**src/rtl/bus_arbiter_2m_pkg.sv**
```systemverilog
// Shared types and constants for the two-master bus arbiter.
//   arb_state_t         : FSM state encoding (3 bits)
//   St*                 : state constants
//   FAULT_RDATA_DEFAULT : read data returned on a timed-out transaction
//   pick_m1()           : round-robin grant decision taken in IDLE
package bus_arbiter_2m_pkg;

  typedef logic [2:0] arb_state_t;

  localparam arb_state_t StIdle    = 3'd0;
  localparam arb_state_t StGrant0  = 3'd1;
  localparam arb_state_t StGrant1  = 3'd2;
  localparam arb_state_t StFault   = 3'd3;
  localparam arb_state_t StRelease = 3'd4;

  localparam logic [31:0] FAULT_RDATA_DEFAULT = 32'hDEADBEEF;

  // On a tie the master that did not hold the bus last wins.
  function automatic logic pick_m1(input logic req0, input logic req1, input logic last_grant);
    return req1 & (~req0 | ~last_grant);
  endfunction

endpackage

```
**src/rtl/bus_arbiter_2m_if.sv**
```systemverilog
// Handshake bundle between the two masters, the arbiter and the downstream slave.
//   i_m*_rw/request/address/wdata : master -> arbiter
//   o_m*_ready/rdata              : arbiter -> master
//   o_bus_rw/request/address/wdata: arbiter -> slave
//   i_bus_ready/rdata             : slave -> arbiter
// Modport slave is the arbiter's view; modport master is the environment's view
// (both masters plus the downstream slave).
interface bus_arbiter_2m_if;

  logic        i_m0_rw;
  logic        i_m0_request;
  logic        o_m0_ready;
  logic [31:0] i_m0_address;
  logic [31:0] o_m0_rdata;
  logic [31:0] i_m0_wdata;

  logic        i_m1_rw;
  logic        i_m1_request;
  logic        o_m1_ready;
  logic [31:0] i_m1_address;
  logic [31:0] o_m1_rdata;
  logic [31:0] i_m1_wdata;

  logic        o_bus_rw;
  logic        o_bus_request;
  logic        i_bus_ready;
  logic [31:0] o_bus_address;
  logic [31:0] i_bus_rdata;
  logic [31:0] o_bus_wdata;

  modport slave (
    input  i_m0_rw, i_m0_request, i_m0_address, i_m0_wdata,
    output o_m0_ready, o_m0_rdata,
    input  i_m1_rw, i_m1_request, i_m1_address, i_m1_wdata,
    output o_m1_ready, o_m1_rdata,
    output o_bus_rw, o_bus_request, o_bus_address, o_bus_wdata,
    input  i_bus_ready, i_bus_rdata
  );

  modport master (
    output i_m0_rw, i_m0_request, i_m0_address, i_m0_wdata,
    input  o_m0_ready, o_m0_rdata,
    output i_m1_rw, i_m1_request, i_m1_address, i_m1_wdata,
    input  o_m1_ready, o_m1_rdata,
    input  o_bus_rw, o_bus_request, o_bus_address, o_bus_wdata,
    output i_bus_ready, i_bus_rdata
  );

endinterface

```
**src/rtl/bus_arbiter_2m_watchdog_counter.sv**
```systemverilog
// Transaction watchdog: counts enabled cycles since the last clear.
//   i_clock, i_reset : clock, async active-low reset
//   i_clear          : zero the count (takes priority over i_enable)
//   i_enable         : count this cycle
//   o_expired        : this enabled cycle is the MAX-th since clear
// MAX = 0 leaves the counter permanently idle.
module watchdog_counter #(
  parameter int unsigned MAX = 256
) (
  input  logic i_clock,
  input  logic i_reset,
  input  logic i_clear,
  input  logic i_enable,
  output logic o_expired
);

  if (MAX == 0) begin : g_off
    logic unused_inputs;
    assign unused_inputs = ^{i_clock, i_reset, i_clear, i_enable};
    assign o_expired = 1'b0;
  end else begin : g_on
    localparam int unsigned Width = $clog2(MAX + 1);

    logic [Width-1:0] count_q, count_d;

    always_comb begin
      count_d = count_q;
      if (i_clear) begin
        count_d = '0;
      end else if (i_enable) begin
        count_d = count_q + Width'(1);
      end
    end

    always_ff @(posedge i_clock or negedge i_reset) begin
      if (!i_reset) begin
        count_q <= '0;
      end else begin
        count_q <= count_d;
      end
    end

    assign o_expired = i_enable & ~i_clear & (count_q == Width'(MAX - 1));
  end

endmodule

```
**src/rtl/bus_arbiter_2m.sv**
```systemverilog
// Two-master, one-slave round-robin bus arbiter with a transaction watchdog.
//   i_clock, i_reset : clock, async active-low reset
//   bus              : master and slave handshakes (bus_arbiter_2m_if.slave)
//   o_fault          : one-cycle pulse when a transaction times out
//   o_fault_address  : address of the last timed-out transaction
//   o_fault_count    : number of timeouts, saturating at 255
// The grant is held for a whole transaction; every transaction ends with one
// RELEASE cycle so the slave always sees request low between transactions.
module bus_arbiter_2m
  import bus_arbiter_2m_pkg::*;
#(
  parameter int unsigned TIMEOUT     = 256,
  parameter logic [31:0] FAULT_RDATA = FAULT_RDATA_DEFAULT
) (
  input  logic                   i_clock,
  input  logic                   i_reset,
  bus_arbiter_2m_if.slave        bus,
  output logic                   o_fault,
  output logic [31:0]            o_fault_address,
  output logic [7:0]             o_fault_count
);

  arb_state_t  state_q, state_d;
  logic        last_grant_q, last_grant_d;
  logic        fault_q, fault_d;
  logic [31:0] fault_addr_q, fault_addr_d;
  logic [7:0]  fault_count_q, fault_count_d;

  logic        in_grant, wd_expired;
  logic        sel_m1, sel_req, sel_rw;
  logic [31:0] sel_addr, sel_wdata;
  logic        ready_sel;
  logic [31:0] rdata_sel;
  logic        bus_rw, bus_request;
  logic [31:0] bus_address, bus_wdata;

  assign in_grant = (state_q == StGrant0) || (state_q == StGrant1);

  watchdog_counter #(
    .MAX (TIMEOUT)
  ) u_watchdog (
    .i_clock   (i_clock),
    .i_reset   (i_reset),
    .i_clear   (~in_grant),
    .i_enable  (in_grant & ~bus.i_bus_ready),
    .o_expired (wd_expired)
  );

  // last_grant always names the master owning GRANT/FAULT, so it selects the fields.
  assign sel_m1    = last_grant_q;
  assign sel_req   = sel_m1 ? bus.i_m1_request : bus.i_m0_request;
  assign sel_rw    = sel_m1 ? bus.i_m1_rw      : bus.i_m0_rw;
  assign sel_addr  = sel_m1 ? bus.i_m1_address : bus.i_m0_address;
  assign sel_wdata = sel_m1 ? bus.i_m1_wdata   : bus.i_m0_wdata;

  always_comb begin
    state_d       = state_q;
    last_grant_d  = last_grant_q;
    fault_d       = 1'b0;
    fault_addr_d  = fault_addr_q;
    fault_count_d = fault_count_q;
    bus_rw        = 1'b0;
    bus_request   = 1'b0;
    bus_address   = '0;
    bus_wdata     = '0;
    ready_sel     = 1'b0;
    rdata_sel     = '0;

    case (state_q)
      StIdle: begin
        if (bus.i_m0_request || bus.i_m1_request) begin
          if (pick_m1(bus.i_m0_request, bus.i_m1_request, last_grant_q)) begin
            state_d      = StGrant1;
            last_grant_d = 1'b1;
          end else begin
            state_d      = StGrant0;
            last_grant_d = 1'b0;
          end
        end
      end
      StGrant0, StGrant1: begin
        bus_rw      = sel_rw;
        bus_request = sel_req;
        bus_address = sel_addr;
        bus_wdata   = sel_wdata;
        ready_sel   = bus.i_bus_ready;
        rdata_sel   = bus.i_bus_rdata;
        // A dropped request ends the transaction even if the watchdog fires now.
        if (!sel_req) begin
          state_d = StRelease;
        end else if (wd_expired) begin
          state_d       = StFault;
          fault_d       = 1'b1;
          fault_addr_d  = sel_addr;
          fault_count_d = (fault_count_q == 8'hFF) ? fault_count_q : fault_count_q + 8'd1;
        end
      end
      StFault: begin
        ready_sel = 1'b1;
        rdata_sel = FAULT_RDATA;
        if (!sel_req) begin
          state_d = StRelease;
        end
      end
      StRelease: begin
        state_d = StIdle;
      end
      default: begin
        state_d = StIdle;
      end
    endcase
  end

  always_ff @(posedge i_clock or negedge i_reset) begin
    if (!i_reset) begin
      state_q       <= StIdle;
      last_grant_q  <= 1'b1;
      fault_q       <= 1'b0;
      fault_addr_q  <= '0;
      fault_count_q <= '0;
    end else begin
      state_q       <= state_d;
      last_grant_q  <= last_grant_d;
      fault_q       <= fault_d;
      fault_addr_q  <= fault_addr_d;
      fault_count_q <= fault_count_d;
    end
  end

  assign bus.o_bus_rw      = bus_rw;
  assign bus.o_bus_request = bus_request;
  assign bus.o_bus_address = bus_address;
  assign bus.o_bus_wdata   = bus_wdata;
  assign bus.o_m0_ready    = ready_sel & ~sel_m1;
  assign bus.o_m1_ready    = ready_sel & sel_m1;
  assign bus.o_m0_rdata    = rdata_sel & {32{~sel_m1}};
  assign bus.o_m1_rdata    = rdata_sel & {32{sel_m1}};

  assign o_fault         = fault_q;
  assign o_fault_address = fault_addr_q;
  assign o_fault_count   = fault_count_q;

endmodule

```
**src/flat_wrapper.sv**
```systemverilog
// flat-port wrapper written by rule: the top's interface ports become plain ports
module bus_arbiter_2m_flat import bus_arbiter_2m_pkg::*;
#(
  parameter int unsigned TIMEOUT     = 256,
  parameter logic [31:0] FAULT_RDATA = FAULT_RDATA_DEFAULT
)
  (i_clock, i_reset, o_fault, o_fault_address, o_fault_count, bus_i_m0_rw, bus_i_m0_request, bus_i_m0_address, bus_i_m0_wdata, bus_o_m0_ready, bus_o_m0_rdata, bus_i_m1_rw, bus_i_m1_request, bus_i_m1_address, bus_i_m1_wdata, bus_o_m1_ready, bus_o_m1_rdata, bus_o_bus_rw, bus_o_bus_request, bus_o_bus_address, bus_o_bus_wdata, bus_i_bus_ready, bus_i_bus_rdata);
  bus_arbiter_2m_if bus_i ();
  input  logic i_clock;
  input  logic i_reset;
  output logic o_fault;
  output logic [31:0] o_fault_address;
  output logic [7:0] o_fault_count;
  input wire logic [$bits(bus_i.i_m0_rw)-1:0] bus_i_m0_rw;
  input wire logic [$bits(bus_i.i_m0_request)-1:0] bus_i_m0_request;
  input wire logic [$bits(bus_i.i_m0_address)-1:0] bus_i_m0_address;
  input wire logic [$bits(bus_i.i_m0_wdata)-1:0] bus_i_m0_wdata;
  output wire logic [$bits(bus_i.o_m0_ready)-1:0] bus_o_m0_ready;
  output wire logic [$bits(bus_i.o_m0_rdata)-1:0] bus_o_m0_rdata;
  input wire logic [$bits(bus_i.i_m1_rw)-1:0] bus_i_m1_rw;
  input wire logic [$bits(bus_i.i_m1_request)-1:0] bus_i_m1_request;
  input wire logic [$bits(bus_i.i_m1_address)-1:0] bus_i_m1_address;
  input wire logic [$bits(bus_i.i_m1_wdata)-1:0] bus_i_m1_wdata;
  output wire logic [$bits(bus_i.o_m1_ready)-1:0] bus_o_m1_ready;
  output wire logic [$bits(bus_i.o_m1_rdata)-1:0] bus_o_m1_rdata;
  output wire logic [$bits(bus_i.o_bus_rw)-1:0] bus_o_bus_rw;
  output wire logic [$bits(bus_i.o_bus_request)-1:0] bus_o_bus_request;
  output wire logic [$bits(bus_i.o_bus_address)-1:0] bus_o_bus_address;
  output wire logic [$bits(bus_i.o_bus_wdata)-1:0] bus_o_bus_wdata;
  input wire logic [$bits(bus_i.i_bus_ready)-1:0] bus_i_bus_ready;
  input wire logic [$bits(bus_i.i_bus_rdata)-1:0] bus_i_bus_rdata;
  assign bus_i.i_m0_rw = bus_i_m0_rw;
  assign bus_i.i_m0_request = bus_i_m0_request;
  assign bus_i.i_m0_address = bus_i_m0_address;
  assign bus_i.i_m0_wdata = bus_i_m0_wdata;
  assign bus_o_m0_ready = bus_i.o_m0_ready;
  assign bus_o_m0_rdata = bus_i.o_m0_rdata;
  assign bus_i.i_m1_rw = bus_i_m1_rw;
  assign bus_i.i_m1_request = bus_i_m1_request;
  assign bus_i.i_m1_address = bus_i_m1_address;
  assign bus_i.i_m1_wdata = bus_i_m1_wdata;
  assign bus_o_m1_ready = bus_i.o_m1_ready;
  assign bus_o_m1_rdata = bus_i.o_m1_rdata;
  assign bus_o_bus_rw = bus_i.o_bus_rw;
  assign bus_o_bus_request = bus_i.o_bus_request;
  assign bus_o_bus_address = bus_i.o_bus_address;
  assign bus_o_bus_wdata = bus_i.o_bus_wdata;
  assign bus_i.i_bus_ready = bus_i_bus_ready;
  assign bus_i.i_bus_rdata = bus_i_bus_rdata;
  bus_arbiter_2m #(.TIMEOUT(TIMEOUT), .FAULT_RDATA(FAULT_RDATA)) u_core (.i_clock(i_clock), .i_reset(i_reset), .bus(bus_i), .o_fault(o_fault), .o_fault_address(o_fault_address), .o_fault_count(o_fault_count));
endmodule
```
**config.mk**
```make
export PLATFORM = sky130hd
export DESIGN_NAME = bus_arbiter_2m_flat
export DESIGN_NICKNAME = d
export VERILOG_FILES = /design/src/rtl/bus_arbiter_2m_pkg.sv /design/src/rtl/bus_arbiter_2m_if.sv /design/src/rtl/bus_arbiter_2m_watchdog_counter.sv /design/src/rtl/bus_arbiter_2m.sv /design/src/flat_wrapper.sv
export SDC_FILE = /design/constraint.sdc
export NUM_CORES = 1
export LEC_CHECK = 0
export ABC_AREA = 1
export CAP_MARGIN = 30
export CORE_MARGIN = 5
export CORE_UTILIZATION = 25
export CTS_BUF_LIST = sky130_fd_sc_hd__clkbuf_2 sky130_fd_sc_hd__clkbuf_4 sky130_fd_sc_hd__clkbuf_8
export DETAILED_ROUTE_END_ITERATION = 6
export PLACE_DENSITY_LB_ADDON = 0.05
export SLEW_MARGIN = 20
export SYNTH_ARGS = -nofsm -noshare
export SYNTH_HDL_FRONTEND = slang
export SYNTH_SLANG_ARGS = --single-unit
```
**constraint.sdc**
```tcl
create_clock -name i_clock -period 1.8 [get_ports i_clock]
set_input_delay 0.36 -clock i_clock [delete_from_list [all_inputs] [get_ports i_clock]]
set_output_delay 0.36 -clock i_clock [all_outputs]
set_load 0.02 [all_outputs]
```
==> flow_summary_export.csv <==
group,metric,value,unit
route,drcViolationCount,0,
synth,syn_nets,889,
clocking,numCtsBuffers,5,
global_routing,grtUsageMet1,0.211,
floorplanning,initial_core_util,0.253,
placed_design,placement.io_buffers,339,
setup_path,crit_path_max_fanout,10,
setup_path,end_kind,"output pin",
synth,syn_avg_cell_area,6.08,µm²
setup_path,crit_buf_inv,4,
sta,fin_setup_tns,-46.07,ns
clocking,cts.sinks,54,
setup_path,worstPathRequired,1.44,ns
synth,synthSimpleGateAreaFrac,0.431,
setup_path,worst_setup_path_start_kind,"flop",
synth,yosys.cell_types.count,28,
sta,fin_skew,0.00571,ns
route,wl_per_cell,16.8,µm
layout,layout.nets,1362,
power_and_ir_drop,p_leak,5.52,nW
clocking,cts_hold_buffers,0,
global_routing,busiest_layer,"met2",
setup_path,cp_cell_sequence,"inv_8 -> clkbuf_16 -> or2_2 -> o21a_1 -> inv_1 -> nor2_1 -> buf_4",
global_routing,grt_use_met3,0.0571,
route,firstDrtPassIters,4,
global_routing,grt_max_degree,55,
sta,tightest_slew,0.337,ns
floorplanning,core_area,17200,µm²
setup_path,path_class,"reg -> out",
placed_design,routabilityCongestion,0.768,
route,drtAntennaViolNets,0,
sta,slew_viol_final,0,
sta,finalCritPeriodShare,1.23,
global_routing,use_met2,0.345,
layout,syn_to_final_growth,153,%
sta,fin_crit,2.22,ns
global_routing,grt_pass1_wl,30.4,mm
sta,fin_ws,-0.417,ns
worst_hold_path,hold_path_class,"in -> async",
synth,synth_edf_count,0,
clocking,cts_tree,"done",
layout,n_fill_cell,1553,
floorplanning,io_pins,340,
floorplanning,dieHeight,142,µm
synth,synthCells,719,
sta,fmax,451,MHz
layout,n_antenna_cell,0,
synth,synth-adder-area-share,0.00859,
layout,drive_gt1_frac,0.489,
placed_design,hpwl,15.6,mm
sta,slew_headroom,0.775,
sta,hold_viol,0,
sta,rsz0062_at_grt,"true",
synth,ys.flop_type,"dfrtp_1",
setup_path,arrival,1.86,ns
global_routing,antenna_found_initial,1,
global_routing,grt_pass1_vias,5783,
global_routing,grt_overflow,0,
power_and_ir_drop,p_per_area,1440,nW/µm²
synth,ys_async_sr_fraction,1.00,
synth,yosysSeqAreaShare,0.310,
floorplanning,dieWidth,142,µm
outcome,run_status,"complete, but fails checks",
outcome,violations,"setup timing",
synth,muxShareOfSynthArea,0,
synth,synth_top_family_by_area,"simple AND/OR/NAND/NOR gates",
synth,yosys_warnings,0,
flow_run,max_cap_violations,0,
clocking,clock_latency,0.31,ns
power_and_ir_drop,finalPower,16.0,mW
floorplanning,num_rows,48,
sta,finalSetupViolations,173,
global_routing,grt.total_usage,0.185,
setup_path,crit_family,"flip-flops",
floorplanning,dieArea,20200,µm²
setup_path,cpPeakStageDelay,0.69,ns
synth,synth_area,4370,µm²
clocking,clk_pin_slew,0.10,ns
clocking,cts.path.max_buffers,2,
setup_path,slowest_stage,"dfstp_4",
route,drt_iter0_drc,232,
clocking,cts_max_level,2,
synth,synth_compound_area_frac,0.112,
synth,synth-seq-cells,54,
route,finalWirelength,23.8,mm
layout,seq_area,1360,µm²
power_and_ir_drop,ir_drop,0.000747,V
route,viasPerCell,4.49,
route,vias,6361,
synth,synth_xor_area_frac,0.00802,
clocking,root_buffer,"clkbuf_8",
layout,multiInputGateArea,3530,µm²
==> cell type report <==
class / instances / area share
clock buffer: 7 / 0.00815
timing repair buffer: 510 / 0.490
tap: 225 / 0.0255
inverter: 92 / 0.0340
sequential: 54 / 0.123
multi-input combinational: 529 / 0.319
clock inverter: 1 / 0.000453
==> report_power, final <==
group	internal [mW]	switching, mW
combinational	6.92	6.94
clock	0.327	0.422
sequential	1.29	0.0774
==> logic make-up (layout without fill, tap and decap cells) <==
family	Yosys count	count (layout)
flops	54	54
fa+ha+maj	3	3
buf+inv	136	610
simple gates	441	441
xor+xnor	4	4
compound gates	81	81
==> per-layer routing <==
| layer | vias up | share of wire |
|---|---|---|
| met2 | 201 | 0.53 |
| met4 | 2 | 0.017 |
| met5 | - | 0.00084 |
| met3 | 35 | 0.071 |
| li1 | 3166 | - |
| met1 | 2957 | 0.38 |
==> placed cells by master (no fill, tap or decap), drive strengths merged <==
master	n
nor3	19
clkdlybuf4s50	198
buf	285
o21a	32
nand2	239
nor3b	1
inv	90
o211ai	1
nand3b	2
xor2	4
o22ai	1
a21oi	39
or2	33
o21ai	8
ha	3
nor2	94
dlymetal6s2s	8
dfstp	1
nand3	50
dfrtp	53
nand4	3
clkbuf	26
clkinv	3
==> synthesized netlist by cell type, types with 2 or more instances <==
cell type	count	area (µm²)
nand2_1	233	875
nor2_1	92	345
inv_1	90	338
dfrtp_1	53	1330
nand3_1	50	250
a21oi_1	39	195
or2_2	33	206
o21a_1	32	240
nor3_1	19	95.1
clkbuf_1	16	60.1
buf_2	15	75.1
o21ai_0	8	40.0
buf_1	5	18.8
buf_4	5	37.5
nand2_2	4	25.0
xor2_1	4	35.0
buf_6	3	33.8
ha_1	3	37.5
nand4_1	3	18.8
nand2_4	2	22.5
nand3b_1	2	15.0
nor2_4	2	22.5
==> state kept, by name, indices dropped and copies added (netlist names) <==
register and flops:
u_core.o_fault_address 32, u_core.u_watchdog.g_on.count_q 9, u_core.o_fault_count 8, u_core.state_q 3, u_core.last_grant_q 1, u_core.o_fault 1
==> path summary, 6_finish.rpt <==
path                            slack, ns                          to                 startpoint  cells after the start
worst min register to register       0.49   u_core.o_fault_address[7]  u_core.o_fault_address[7]                      2
worst max-delay path                -0.42        bus_o_bus_address[9]        u_core.last_grant_q                      7
worst min-delay path                 0.02  u_core.o_fault_address[14]                    i_reset                      2
max in group asynchronous            1.45         u_core.last_grant_q                    i_reset                      2
worst max register to register      -0.22  u_core.o_fault_address[30]          u_core.state_q[2]                     13
min in group i_clock                 0.49   u_core.o_fault_address[7]  u_core.o_fault_address[7]                      2
==> stage by stage <==
| step | cells | hold WS [ns] | setup slack [ns] | utilization | cell area (µm²) |
|---|---|---|---|---|---|
| 2_1_floorplan | 719 | 0.0644 | -0.149 | - | 4370 |
| 3_3_place_gp | 1324 | 0.379 | -0.472 | 0.501 | 8640 |
| 3_5_place_dp | 1324 | 0.382 | -0.472 | 0.501 | 8640 |
| 5_1_grt | 1418 | 0.0478 | -0.487 | 0.641 | 11100 |
| 6_report | 1418 | 0.0157 | -0.417 | 0.641 | 11100 |
| 4_1_cts | 1337 | 0.0360 | -0.415 | 0.496 | 8540 |
==> timing repair <==
action / in CTS / in global routing
pin swaps: 1 / 66
endpoints found under the setup margin: 178 / 183
gates cloned: 1 / 26
gates resized for setup: 582 / 530
setup buffers: 4 / 55
(Power assumes the default switching activity.)
